**config.mk**
```make
export PLATFORM = sky130hd
export DESIGN_NAME = or_reduce_acc
export DESIGN_NICKNAME = d
export VERILOG_FILES = /design/src/rtl/or_reduce_acc.sv
export SDC_FILE = /design/constraint.sdc
export NUM_CORES = 1
export LEC_CHECK = 0
export CAP_MARGIN = 5
export CORE_MARGIN = 10
export CORE_UTILIZATION = 46
export CTS_CLUSTER_SIZE = 16
export DETAILED_ROUTE_END_ITERATION = 10
export GPL_TIMING_DRIVEN = 0
export PLACE_DENSITY = 0.88
export SETUP_SLACK_MARGIN = 0.3
export SLEW_MARGIN = 20
export SYNTH_ARGS = -nofsm -noshare
export SYNTH_HDL_FRONTEND = slang
export SYNTH_HIERARCHICAL = 1
export SYNTH_SLANG_ARGS = --single-unit
```
**constraint.sdc**
```tcl
create_clock -name CLK -period 1.7 [get_ports CLK]
set_input_delay 0.255 -clock CLK [delete_from_list [all_inputs] [get_ports CLK]]
set_output_delay 0.255 -clock CLK [all_outputs]
set_load 0.05 [all_outputs]
```
**src/rtl/or_reduce_acc.sv**
```systemverilog
// or_reduce_acc: accumulates the OR of masked input channels across the beats
// of a frame. The frame result (Y, ANY, COUNT) is presented with a
// valid/ready handshake. The output register reloads back-to-back when a
// result is consumed in the same cycle that a new frame closes.

// Per-channel masking lane: passes the channel through only when it is enabled.
module or_reduce_acc_lane #(
    parameter int N = 8
) (
    input  logic [N-1:0] din,
    input  logic         en,
    output logic [N-1:0] dout
);
    assign dout = en ? din : '0;
endmodule

module or_reduce_acc #(
    parameter int N      = 8,
    parameter int M      = 4,
    parameter int CW     = 8,
    parameter int DPFLAG = 0,
    parameter     GROUP  = "std"
) (
    input  logic           CLK,
    input  logic           RESET_N,
    input  logic [M*N-1:0] IN,
    input  logic [M-1:0]   MASK,
    input  logic           IN_VALID,
    input  logic           IN_LAST,
    output logic           IN_READY,
    output logic [N-1:0]   Y,
    output logic           ANY,
    output logic [CW-1:0]  COUNT,
    output logic           OUT_VALID,
    input  logic           OUT_READY
);
    typedef enum logic {IDLE, ACCUM} state_t;

    localparam logic [CW-1:0] CNT_MAX = '1;

    // There is no data-path cell form of this block; flag the request at elaboration.
    if (DPFLAG == 1) begin : g_dp_warn
        $warning("or_reduce_acc: instance cannot be implemented as a data-path cell");
    end

    state_t              state_q, state_d;
    logic [N-1:0]        acc_q, acc_d;
    logic [CW-1:0]       cnt_q, cnt_d;
    logic [N-1:0]        y_q, y_d;
    logic [CW-1:0]       count_q, count_d;
    logic                ov_q, ov_d;

    logic [M-1:0][N-1:0] lane_m;
    logic [N-1:0]        beat;
    logic [N-1:0]        acc_base;
    logic [CW-1:0]       cnt_base;
    logic [CW-1:0]       cnt_inc;
    logic                accept;

    // One masking lane per input channel.
    for (genvar k = 0; k < M; k++) begin : g_lane
        or_reduce_acc_lane #(.N(N)) u_lane (
            .din  (IN[k*N +: N]),
            .en   (MASK[k]),
            .dout (lane_m[k])
        );
    end

    // Beat value: OR across all masked lanes.
    always_comb begin
        beat = '0;
        for (int i = 0; i < M; i++) beat = beat | lane_m[i];
    end

    // The output slot is free when empty or being drained this cycle.
    assign IN_READY = !ov_q || OUT_READY;
    assign accept   = IN_VALID && IN_READY;

    // IDLE always starts from a clean accumulator, so a first beat counts as 1.
    assign acc_base = (state_q == ACCUM) ? acc_q : '0;
    assign cnt_base = (state_q == ACCUM) ? cnt_q : '0;
    assign cnt_inc  = (cnt_base == CNT_MAX) ? cnt_base : cnt_base + CW'(1);

    // Next-state and datapath updates for the frame FSM and output slot.
    always_comb begin
        state_d = state_q;
        acc_d   = acc_q;
        cnt_d   = cnt_q;
        y_d     = y_q;
        count_d = count_q;
        ov_d    = ov_q && !OUT_READY;
        if (accept) begin
            if (IN_LAST) begin
                y_d     = acc_base | beat;
                count_d = cnt_inc;
                ov_d    = 1'b1;
                acc_d   = '0;
                cnt_d   = '0;
                state_d = IDLE;
            end else begin
                acc_d   = acc_base | beat;
                cnt_d   = cnt_inc;
                state_d = ACCUM;
            end
        end
    end

    // State registers; reset discards any partial frame and the output slot.
    always_ff @(posedge CLK or negedge RESET_N) begin
        if (!RESET_N) begin
            state_q <= IDLE;
            acc_q   <= '0;
            cnt_q   <= '0;
            y_q     <= '0;
            count_q <= '0;
            ov_q    <= 1'b0;
        end else begin
            state_q <= state_d;
            acc_q   <= acc_d;
            cnt_q   <= cnt_d;
            y_q     <= y_d;
            count_q <= count_d;
            ov_q    <= ov_d;
        end
    end

    assign Y         = y_q;
    assign ANY       = |y_q;
    assign COUNT     = count_q;
    assign OUT_VALID = ov_q;
endmodule

```
==> impl_metrics.toml, run 1 <==
[status]
run_status = "completed"

[detailed_routing]
detailroute.via_count = 1935
ant_nets = 0
post_dr_vias_cell = 6.05
totalWireLength_mm = 6.58
detailed_route_wire_length_per_cell_um = 20.6
first_iter_violations = 198
dr.pass1.iters = 5
post-route-drc-count = 0

[setup_path]
critical_path.startpoint = "Y[5]"
required_ns = 1.44
crit_path_top_delay_cell = "sky130_fd_sc_hd__dfrtp_2"
r2r-start = "cnt_q[6]"
critPathMaxStageDelay_ns = 0.44
largest_fanout_of_any_net_on_the_critical_path = 3
kind_of_end_point_of_the_critical_path = "output port"
start_kind = "register"
worstPathCellList = "nor4_4 > nand2_2 > buf_6"
rr_endpoint = "cnt_q[0]"
critPathArrivalTime_ns = 1.29
timing.reg2reg.setup_slack_ns = 0.30
worst-setup-path-type = "register to output port"
reg2regPathDepth = 3
timing.critical_path.to = "ANY"

[yosys]
post_synth_fa_ha_maj_area_fraction = 0
synthesis.instances = 189
asyncSetResetFlopFracSynth = 1.00
synth_area_mm2 = 0.00187
post_synth_mux_area_share = 0.0481
syn-mean-instance-area_um2 = 9.90
synth_top_family_by_area = "simple AND/OR/NAND/NOR gates"
synthFlopType = "sky130_fd_sc_hd__dfrtp_1"
number_of_enable_type_register_cells_in_the_synthesized_netlist = 0
synth-simple-area-share = 0.277
synth_compound_gate_area_share = 0.183
number_of_distinct_library_cell_variants_in_the_gate_level_netlist_after_synthesis = 37
synth_warnings = 6
mappedNetlistNets = 230
synthXorXnorAreaFrac = 0
ys_ff_latch = 34
synth-seq-area-share = 0.455

[final_layout]
fill_cells = 253
antenna-diode-count = 0
share_of_cells_above_drive_strength_1 = 0.356
multi_input_area_mm2 = 0.00117
layout_area_growth_over_synthesis_pct = 60.8
layoutNonFillerInstCount = 320
layout.area.seq_um2 = 858
mostFrequentLayoutCells = "sky130_fd_sc_hd__and2_1 (32), sky130_fd_sc_hd__clkdlybuf4s50_1 (32), sky130_fd_sc_hd__dfrtp_1 (28)"
layout.nets = 310

[power]
sw_frac_of_total = 0.357
power.clock.fraction = 0.249
seq_power_share = 0.402
total_leakage_power_nw = 1.24
combinationalPowerShare = 0.350
switchingPower_uw = 904
design_power_total_mw = 2.53
power_dens_cells_mw_per_mm2 = 841
vdd_drop_max_mv = 0.787
p_int_mw = 1.63

[placement]
number_of_buffers_added_on_ports = 59
dp_slack_ns = -0.505
place.detailed.instances = 299
total_half_perimeter_wirelength_after_legalization_and_detailed_placement_mm = 4.09
gp_congestion = 0.877

[sta]
report.final.slew_viol_count = 0
clock_skew_ns = 0.00965
worst_pin_slew_ns = 0.379
setup_violations = 0
worst_slack_ns = 0.158
final.min_clock_period_ns = 1.54
grt_setup_unrepaired = "yes"
fmax_ghz = 0.648
min_period_over_period = 0.907
worst_slew_margin_rel = 0.747
final.hold.worst_slack_ns = 0.411
finalHoldViolCount = 0

[floorplanning]
floorplan.initialDensity = 0.471
pin_count = 60
rows = 23
die_height_um = 83.8
die_area_mm2 = 0.00702
core_mm2 = 0.00397
die_width_um = 83.8

[worst_hold_path]
hold_path.class = "primary input to async pin"

[clocking]
numClockSinks = 34
tritoncts.num_buffers = 5
clock_tree.buffer_depth = 2
tritoncts = "done"
clock_pin_slew_reported_for_the_worst_setup_and_hold_paths_after_clock_tree_synthesis_ns = 0.07
clockRootBuffer = "sky130_fd_sc_hd__clkbuf_8"
clock_latency_ns = 0.30
clock_tree.htree_level_count = 2

[global_route]
grt_start_max_net_pins = 22
globalRoute.totalOverflow = 0
grt_overall_usage = 0.172
first_global_vias = 1903
initial_antenna_violation_count = 0
grt_first_pass_wirelength_mm = 10.0

[flow_run]
max_capacitance_violation_count = 0
==> state kept, by name, summed over array words and instances, names as in the netlist <==
| name | flops |
|---|---|
| acc_q | 8 |
| OUT_VALID | 1 |
| cnt_q | 8 |
| state_q | 1 |
| COUNT | 8 |
| Y | 8 |
==> worst max-delay path: cells and delay by family (launching register included) <==
kind / cells / cell delay (ns)
buf+inv: 1 / 0.16
flops: 1 / 0.44
simple gates: 2 / 0.39
==> cells by family (layout without fill, tap and decap cells) <==
family / Yosys count / in the layout
simple gates: 89 / 89
flops: 34 / 34
buf+inv: 10 / 91
compound gates: 48 / 48
mux: 8 / 8
==> routing by layer <==
layer	GRT usage	wire [µm]	share of wire	up-vias
li1	-	-	-	864
met1	0.217	2640	0.40	932
met2	0.273	3230	0.49	115
met3	0.0400	560	0.085	24
met4	0.0685	150	0.023	0
met5	0	0	0	-
==> layout make-up <==
class                      count  area share
inverter                       2     0.00249
sequential                    34       0.285
multi-input combinational    145       0.389
clock buffer                   7      0.0287
tap                           50      0.0208
clock inverter                 1     0.00166
timing repair buffer          73       0.245
buffer                         8      0.0270
==> power groups by stage <==
stage | combinational, mW | clock [mW] | sequential, mW
finish | 0.885 | 0.629 | 1.02
CTS | 0.801 | 0.629 | 1.00
detailed placement | 0.775 | 0 | 0.999
global placement | 0.755 | 0 | 0.995
floorplan | 0.268 | 0 | 1.19
global route | 0.936 | 0.670 | 1.03
==> worst min path at each step <==
stage / from / to / slack (ns) / cells past startpoint
final: RESET_N / cnt_q[3] / 0.41 / 2
after global placement: COUNT[7] / COUNT[7] / 0.49 / 1
after floorplan: RESET_N / COUNT[0] / -0.04 / 0
after global routing: RESET_N / cnt_q[3] / 0.45 / 2
after CTS: RESET_N / Y[7] / 0.43 / 2
after detailed placement: RESET_N / cnt_q[3] / 0.19 / 1
==> through the flow <==
| stage | cell area, µm² | utilization | TNS [ns] |
|---|---|---|---|
| CTS | 2840 | 0.715 | 0 |
| floorplan | 1900 | - | 0 |
| detailed placement | 2570 | 0.647 | -4.02 |
| global placement | 2550 | 0.642 | -13.78 |
| finish | 3010 | 0.758 | 0 |
| global route | 3010 | 0.758 | 0 |
==> cells in the mapped netlist (2+ instances only) <==
cell | number | area, µm²
sky130_fd_sc_hd__and2_1 | 34 | 213
sky130_fd_sc_hd__a22o_1 | 9 | 78.8
sky130_fd_sc_hd__o21ai_0 | 6 | 30.0
sky130_fd_sc_hd__nand2_1 | 23 | 86.3
sky130_fd_sc_hd__buf_6 | 3 | 33.8
sky130_fd_sc_hd__dfrtp_1 | 34 | 851
sky130_fd_sc_hd__buf_2 | 4 | 20.0
sky130_fd_sc_hd__a211oi_1 | 3 | 22.5
sky130_fd_sc_hd__a41oi_1 | 3 | 26.3
sky130_fd_sc_hd__nand3_1 | 2 | 10.0
sky130_fd_sc_hd__nor2_1 | 4 | 15.0
sky130_fd_sc_hd__inv_1 | 2 | 7.51
sky130_fd_sc_hd__nor4_1 | 11 | 68.8
sky130_fd_sc_hd__a21oi_1 | 8 | 40.0
sky130_fd_sc_hd__o31ai_1 | 7 | 52.6
sky130_fd_sc_hd__a31oi_1 | 5 | 31.3
sky130_fd_sc_hd__nor3_1 | 3 | 15.0
sky130_fd_sc_hd__mux2_2 | 8 | 90.1
sky130_fd_sc_hd__a311oi_1 | 2 | 17.5
==> what timing repair did <==
| action | CTS | global route |
|---|---|---|
| endpoints found under the setup margin | 46 | 39 |
| resized for setup | 85 | 38 |
| pin swaps | 4 | 14 |
| endpoints found under the hold margin | 13 | 0 |
| setup buffers | 5 | 5 |
| hold buffers | 1 | 0 |
| gates cloned | 0 | 2 |
Note: power is estimated with default switching activity, not from simulation.
==> run 2: changes to the inputs <==
--- a/config.mk
+++ b/config.mk
@@ -8,6 +8,7 @@
 export CAP_MARGIN = 5
 export CORE_MARGIN = 10
 export CORE_UTILIZATION = 46
+export CTS_CLUSTER_DIAMETER = 150
 export CTS_CLUSTER_SIZE = 16
 export DETAILED_ROUTE_END_ITERATION = 10
 export GPL_TIMING_DRIVEN = 0
@@ -18,3 +19,4 @@
 export SYNTH_HDL_FRONTEND = slang
 export SYNTH_HIERARCHICAL = 1
 export SYNTH_SLANG_ARGS = --single-unit
+export TNS_END_PERCENT = 30
==> impl_metrics.toml, run 2 (synthesized netlist as in run 1, its figures left out) <==
[global_route]
first_global_vias = 1790
initial_antenna_violation_count = 0
globalRoute.totalOverflow = 0
grt_overall_usage = 0.159
grt_first_pass_wirelength_mm = 9.23
grt_start_max_net_pins = 21

[power]
seq_power_share = 0.385
sw_frac_of_total = 0.336
total_leakage_power_nw = 1.26
combinationalPowerShare = 0.318
power_dens_cells_mw_per_mm2 = 893
power.clock.fraction = 0.297
switchingPower_uw = 882
vdd_drop_max_mv = 0.613
p_int_mw = 1.74
design_power_total_mw = 2.63

[placement]
number_of_buffers_added_on_ports = 59
gp_congestion = 0.907
cell_area_placed_mm2 = 0.00257
total_half_perimeter_wirelength_after_legalization_and_detailed_placement_mm = 4.12

[floorplanning]
pin_count = 60
core_mm2 = 0.00397
rows = 23
die_height_um = 83.8
floorplan.initialDensity = 0.471
die_area_mm2 = 0.00702
die_width_um = 83.8

[worst_hold_path]
number_of_instances_on_the_worst_hold_path = 3
worst_hold_startpoint = "IN_VALID"
hold_path.class = "primary input to register"
worstHoldEndpoint = "OUT_VALID"

[setup_path]
required_ns = 1.44
reg2regPathDepth = 5
rr_endpoint = "cnt_q[2]"
critPathArrivalTime_ns = 1.29
kind_of_end_point_of_the_critical_path = "output port"
worst-setup-path-type = "register to output port"
r2r-start = "cnt_q[0]"
largest_fanout_of_any_net_on_the_critical_path = 3
timing.reg2reg.setup_slack_ns = 0.27
start_kind = "register"

[detailed_routing]
post_dr_vias_cell = 6.05
totalWireLength_mm = 6.58
first_iter_violations = 189
detailroute.via_count = 1947
post-route-drc-count = 0
ant_nets = 0
dr.pass1.iters = 5
detailed_route_wire_length_per_cell_um = 20.4

[sta]
setup_violations = 0
report.final.slew_viol_count = 0
finalHoldViolCount = 0
tns_ns = 0
fmax_ghz = 0.647
grt_setup_unrepaired = "yes"
worst_pin_slew_ns = 0.518
min_period_over_period = 0.909
worst_slew_margin_rel = 0.656
final.min_clock_period_ns = 1.55
clock_skew_ns = 0.0126

[clocking]
clock_latency_ns = 0.29
numClockSinks = 34
clock_pin_slew_reported_for_the_worst_setup_and_hold_paths_after_clock_tree_synthesis_ns = 0.08
clock_tree.htree_level_count = 2
clock_tree.buffer_depth = 2
clockRootBuffer = "sky130_fd_sc_hd__clkbuf_8"
tritoncts = "done"
tritoncts.num_buffers = 5

[flow_run]
max_capacitance_violation_count = 0

[final_layout]
mostFrequentLayoutCells = "sky130_fd_sc_hd__and2_1 (34), sky130_fd_sc_hd__dfrtp_1 (33), sky130_fd_sc_hd__clkdlybuf4s50_1 (33)"
share_of_cells_above_drive_strength_1 = 0.265
layout_area_growth_over_synthesis_pct = 57.1
antenna-diode-count = 0
fin_area_mm2 = 0.00294
layout.nets = 312
layout.cells.most_common = "sky130_fd_sc_hd__and2_1"

[status]
run_status = "completed"
run 2: power groups by stage:
| stage | clock network [mW] | logic (mW) | registers [mW] |
|---|---|---|---|
| floorplan | 0 | 0.268 | 1.19 |
| global placement | 0 | 0.757 | 0.992 |
| detailed placement | 0 | 0.775 | 0.997 |
| CTS | 0.773 | 0.771 | 0.995 |
| global route | 0.816 | 0.884 | 1.02 |
| finish | 0.780 | 0.835 | 1.01 |
run 2: area by class of cell:
type                    instances  area (µm²)
clock inverters                 1        30.0
clock buffers                   7        86.3
well taps                      50        62.6
inverters                       2        11.3
flip-flops and latches         34         852
fillers                       271        1030
multi-input cells             146        1050
repair buffers                 74         763
plain buffers                   8        85.1
run 2: metrics by stage:
stage	instances	utilization	hold slack [ns]	setup WS (ns)
finish	322	0.740	0.400	0.155
global route	322	0.740	0.418	0.0923
CTS	311	0.693	0.430	0.183
detailed placement	299	0.646	0.195	-0.526
global placement	298	0.641	0.483	-0.521
floorplan	189	-	-0.0406	0.275
run 2: worst max-delay path, cell delays in order, from the launching register on:
cell	delay, ns
sky130_fd_sc_hd__dfrtp_1	0.44
sky130_fd_sc_hd__nor4_4	0.32
sky130_fd_sc_hd__nand2_2	0.08
sky130_fd_sc_hd__buf_6	0.16
run 2: repair_timing:
item,4_1_cts,5_1_grt
endpoints found under the hold margin,14,0
gates cloned,1,1
resized for setup,60,23
setup endpoints to repair,45,45
hold buffers,1,0
pin swaps,3,7
buffers inserted,2,10
run 2: metal layers:
metal  wire, µm  GRT usage
met5          0          0
met4        173     0.0365
met3        413     0.0410
met2       3600      0.291
met1       2400      0.179
run 2: worst max-delay path by stage:
stage	from	endpoint	slack, ns	cells after the start
after global placement	OUT_READY	IN_READY	-0.52	5
after CTS	Y[6]	ANY	0.18	3
after floorplan	Y[5]	ANY	0.28	2
after detailed placement	OUT_READY	IN_READY	-0.53	5
after global routing	Y[5]	ANY	0.09	3
final	Y[5]	ANY	0.15	3
==> run 3: changes to the inputs <==
--- a/config.mk
+++ b/config.mk
@@ -7,12 +7,12 @@
 export LEC_CHECK = 0
 export CAP_MARGIN = 5
 export CORE_MARGIN = 10
-export CORE_UTILIZATION = 46
+export CORE_UTILIZATION = 40
 export CTS_CLUSTER_DIAMETER = 150
 export CTS_CLUSTER_SIZE = 16
 export DETAILED_ROUTE_END_ITERATION = 10
 export GPL_TIMING_DRIVEN = 0
-export PLACE_DENSITY = 0.88
+export PLACE_DENSITY = 0.79
 export SETUP_SLACK_MARGIN = 0.3
 export SLEW_MARGIN = 20
 export SYNTH_ARGS = -nofsm -noshare
==> impl_metrics.toml, run 3 (synthesized netlist as in run 1, its figures left out) <==
[sta]
worst_slew_margin_rel = 0.654
fmax_ghz = 0.658
setup_violations = 0
final.min_clock_period_ns = 1.52
worst_pin_slew_ns = 0.521
finalHoldViolCount = 0
final.hold.worst_slack_ns = 0.399
tns_ns = 0
worst_slack_ns = 0.181
min_period_over_period = 0.894
report.final.slew_viol_count = 0
clock_skew_ns = 0.00971
grt_setup_unrepaired = "yes"

[detailed_routing]
ant_nets = 0
totalWireLength_mm = 5.80
post-route-drc-count = 0
detailroute.via_count = 1804
detailed_route_wire_length_per_cell_um = 17.9
first_iter_violations = 111
dr.pass1.iters = 4
post_dr_vias_cell = 5.57

[clocking]
clock_tree.buffer_depth = 2
tritoncts.num_buffers = 5
tritoncts = "done"
clockRootBuffer = "sky130_fd_sc_hd__clkbuf_8"
clock_pin_slew_reported_for_the_worst_setup_and_hold_paths_after_clock_tree_synthesis_ns = 0.07
clock_latency_ns = 0.28
numClockSinks = 34
clock_tree.htree_level_count = 2

[setup_path]
cp_num_buf_inv = 1
required_ns = 1.44
logic_depth_of_the_worst_path_buffers_included = 1
start_kind = "register"
timing.reg2reg.setup_slack_ns = 0.31
rr_endpoint = "COUNT[4]"
worst-setup-path-type = "register to output port"
r2r-start = "cnt_q[0]"
crit_path_top_delay_cell = "sky130_fd_sc_hd__dlygate4sd2_1"
timing.critical_path.max_delay_family = "buffers and inverters"
worstPathCellList = "dlygate4sd2_1"
kind_of_end_point_of_the_critical_path = "output port"
critical_path.startpoint = "Y[6]"
critPathMaxStageDelay_ns = 0.57
largest_fanout_of_any_net_on_the_critical_path = 3
timing.critical_path.to = "Y[6]"
critPathArrivalTime_ns = 1.26
reg2regPathDepth = 5

[power]
design_power_total_mw = 2.44
seq_power_share = 0.412
total_leakage_power_nw = 1.25
p_int_mw = 1.59
sw_frac_of_total = 0.347
power.clock.fraction = 0.248
combinationalPowerShare = 0.339
switchingPower_uw = 847
vdd_drop_max_mv = 0.491
power_dens_cells_mw_per_mm2 = 834

[global_route]
grt_overall_usage = 0.143
grt_first_pass_wirelength_mm = 8.77
grt_start_max_net_pins = 20
initial_antenna_violation_count = 0
first_global_vias = 1689
globalRoute.totalOverflow = 0

[final_layout]
layout_area_growth_over_synthesis_pct = 56.1
fin_area_mm2 = 0.00292
antenna-diode-count = 0
mostFrequentLayoutCells = "sky130_fd_sc_hd__dfrtp_1 (33), sky130_fd_sc_hd__and2_1 (33), sky130_fd_sc_hd__clkdlybuf4s50_1 (32)"
multi_input_area_mm2 = 0.00108
fill_cells = 354
finalCoreUtilization = 0.658
layout.area.seq_um2 = 852
layoutNonFillerInstCount = 324
share_of_cells_above_drive_strength_1 = 0.283
layout.nets = 312

[floorplanning]
die_area_mm2 = 0.00782
core_mm2 = 0.00444
pin_count = 60
floorplan.initialDensity = 0.421
die_height_um = 88.4
die_width_um = 88.4
rows = 24

[placement]
number_of_buffers_added_on_ports = 59
dp_slack_ns = -0.516
gp_congestion = 0.901
cell_area_placed_mm2 = 0.00257
place.detailed.instances = 301
total_half_perimeter_wirelength_after_legalization_and_detailed_placement_mm = 4.05

[worst_hold_path]
hold_path.class = "primary input to register"

[flow_run]
max_capacitance_violation_count = 0

[status]
run_status = "completed"
[run 3: cell types whose count changed in the layout (fill, tap and decap cells not counted), sizes merged]
cell           before  now
clkbuf              8    7
dlygate4sd2         8   10
clkdlybuf4s50      33   32
buf                24   26
clkdlybuf4s15      11   10
nor2                6    5
clkinv              0    1
bufinv              1    0
[run 3: worst min-delay path by stage]
stage	end	from	cells after the start
after global routing	OUT_VALID	IN_VALID	3
after detailed placement	COUNT[3]	RESET_N	1
after CTS	cnt_q[3]	RESET_N	2
final	OUT_VALID	IN_VALID	3
after global placement	acc_q[0]	acc_q[0]	1
after floorplan	COUNT[0]	RESET_N	0
[run 3: final cells by class]
class                      count  share of cell area
inverter                       2             0.00471
tap                           52              0.0223
clock inverter                 1             0.00171
sequential                    34               0.292
buffer                         8              0.0257
timing repair buffer          75               0.254
clock buffer                   7              0.0295
multi-input combinational    145               0.370
[run 3: layer usage]
metal | part of all wire | track usage | vias up
met2 | 0.51 | 0.242 | 59
li1 | - | - | 869
met3 | 0.054 | 0.0276 | 14
met4 | 0.020 | 0.0396 | 0
met5 | 0 | 0 | -
met1 | 0.42 | 0.181 | 862
[run 3: power by group through the flow]
stage / Clock (mW) / Combinational (mW) / Sequential, mW
detailed placement: 0 / 0.773 / 0.997
floorplan: 0 / 0.268 / 1.19
global route: 0.648 / 0.880 / 1.02
CTS: 0.616 / 0.767 / 0.989
global placement: 0 / 0.762 / 0.992
finish: 0.605 / 0.828 / 1.01
[run 3: repair_timing]
action,in CTS,in global routing
hold buffers,1,0
pin swaps,2,2
endpoints found under the hold margin,15,0
endpoints found under the setup margin,45,42
resized for setup,60,26
setup buffers,3,11
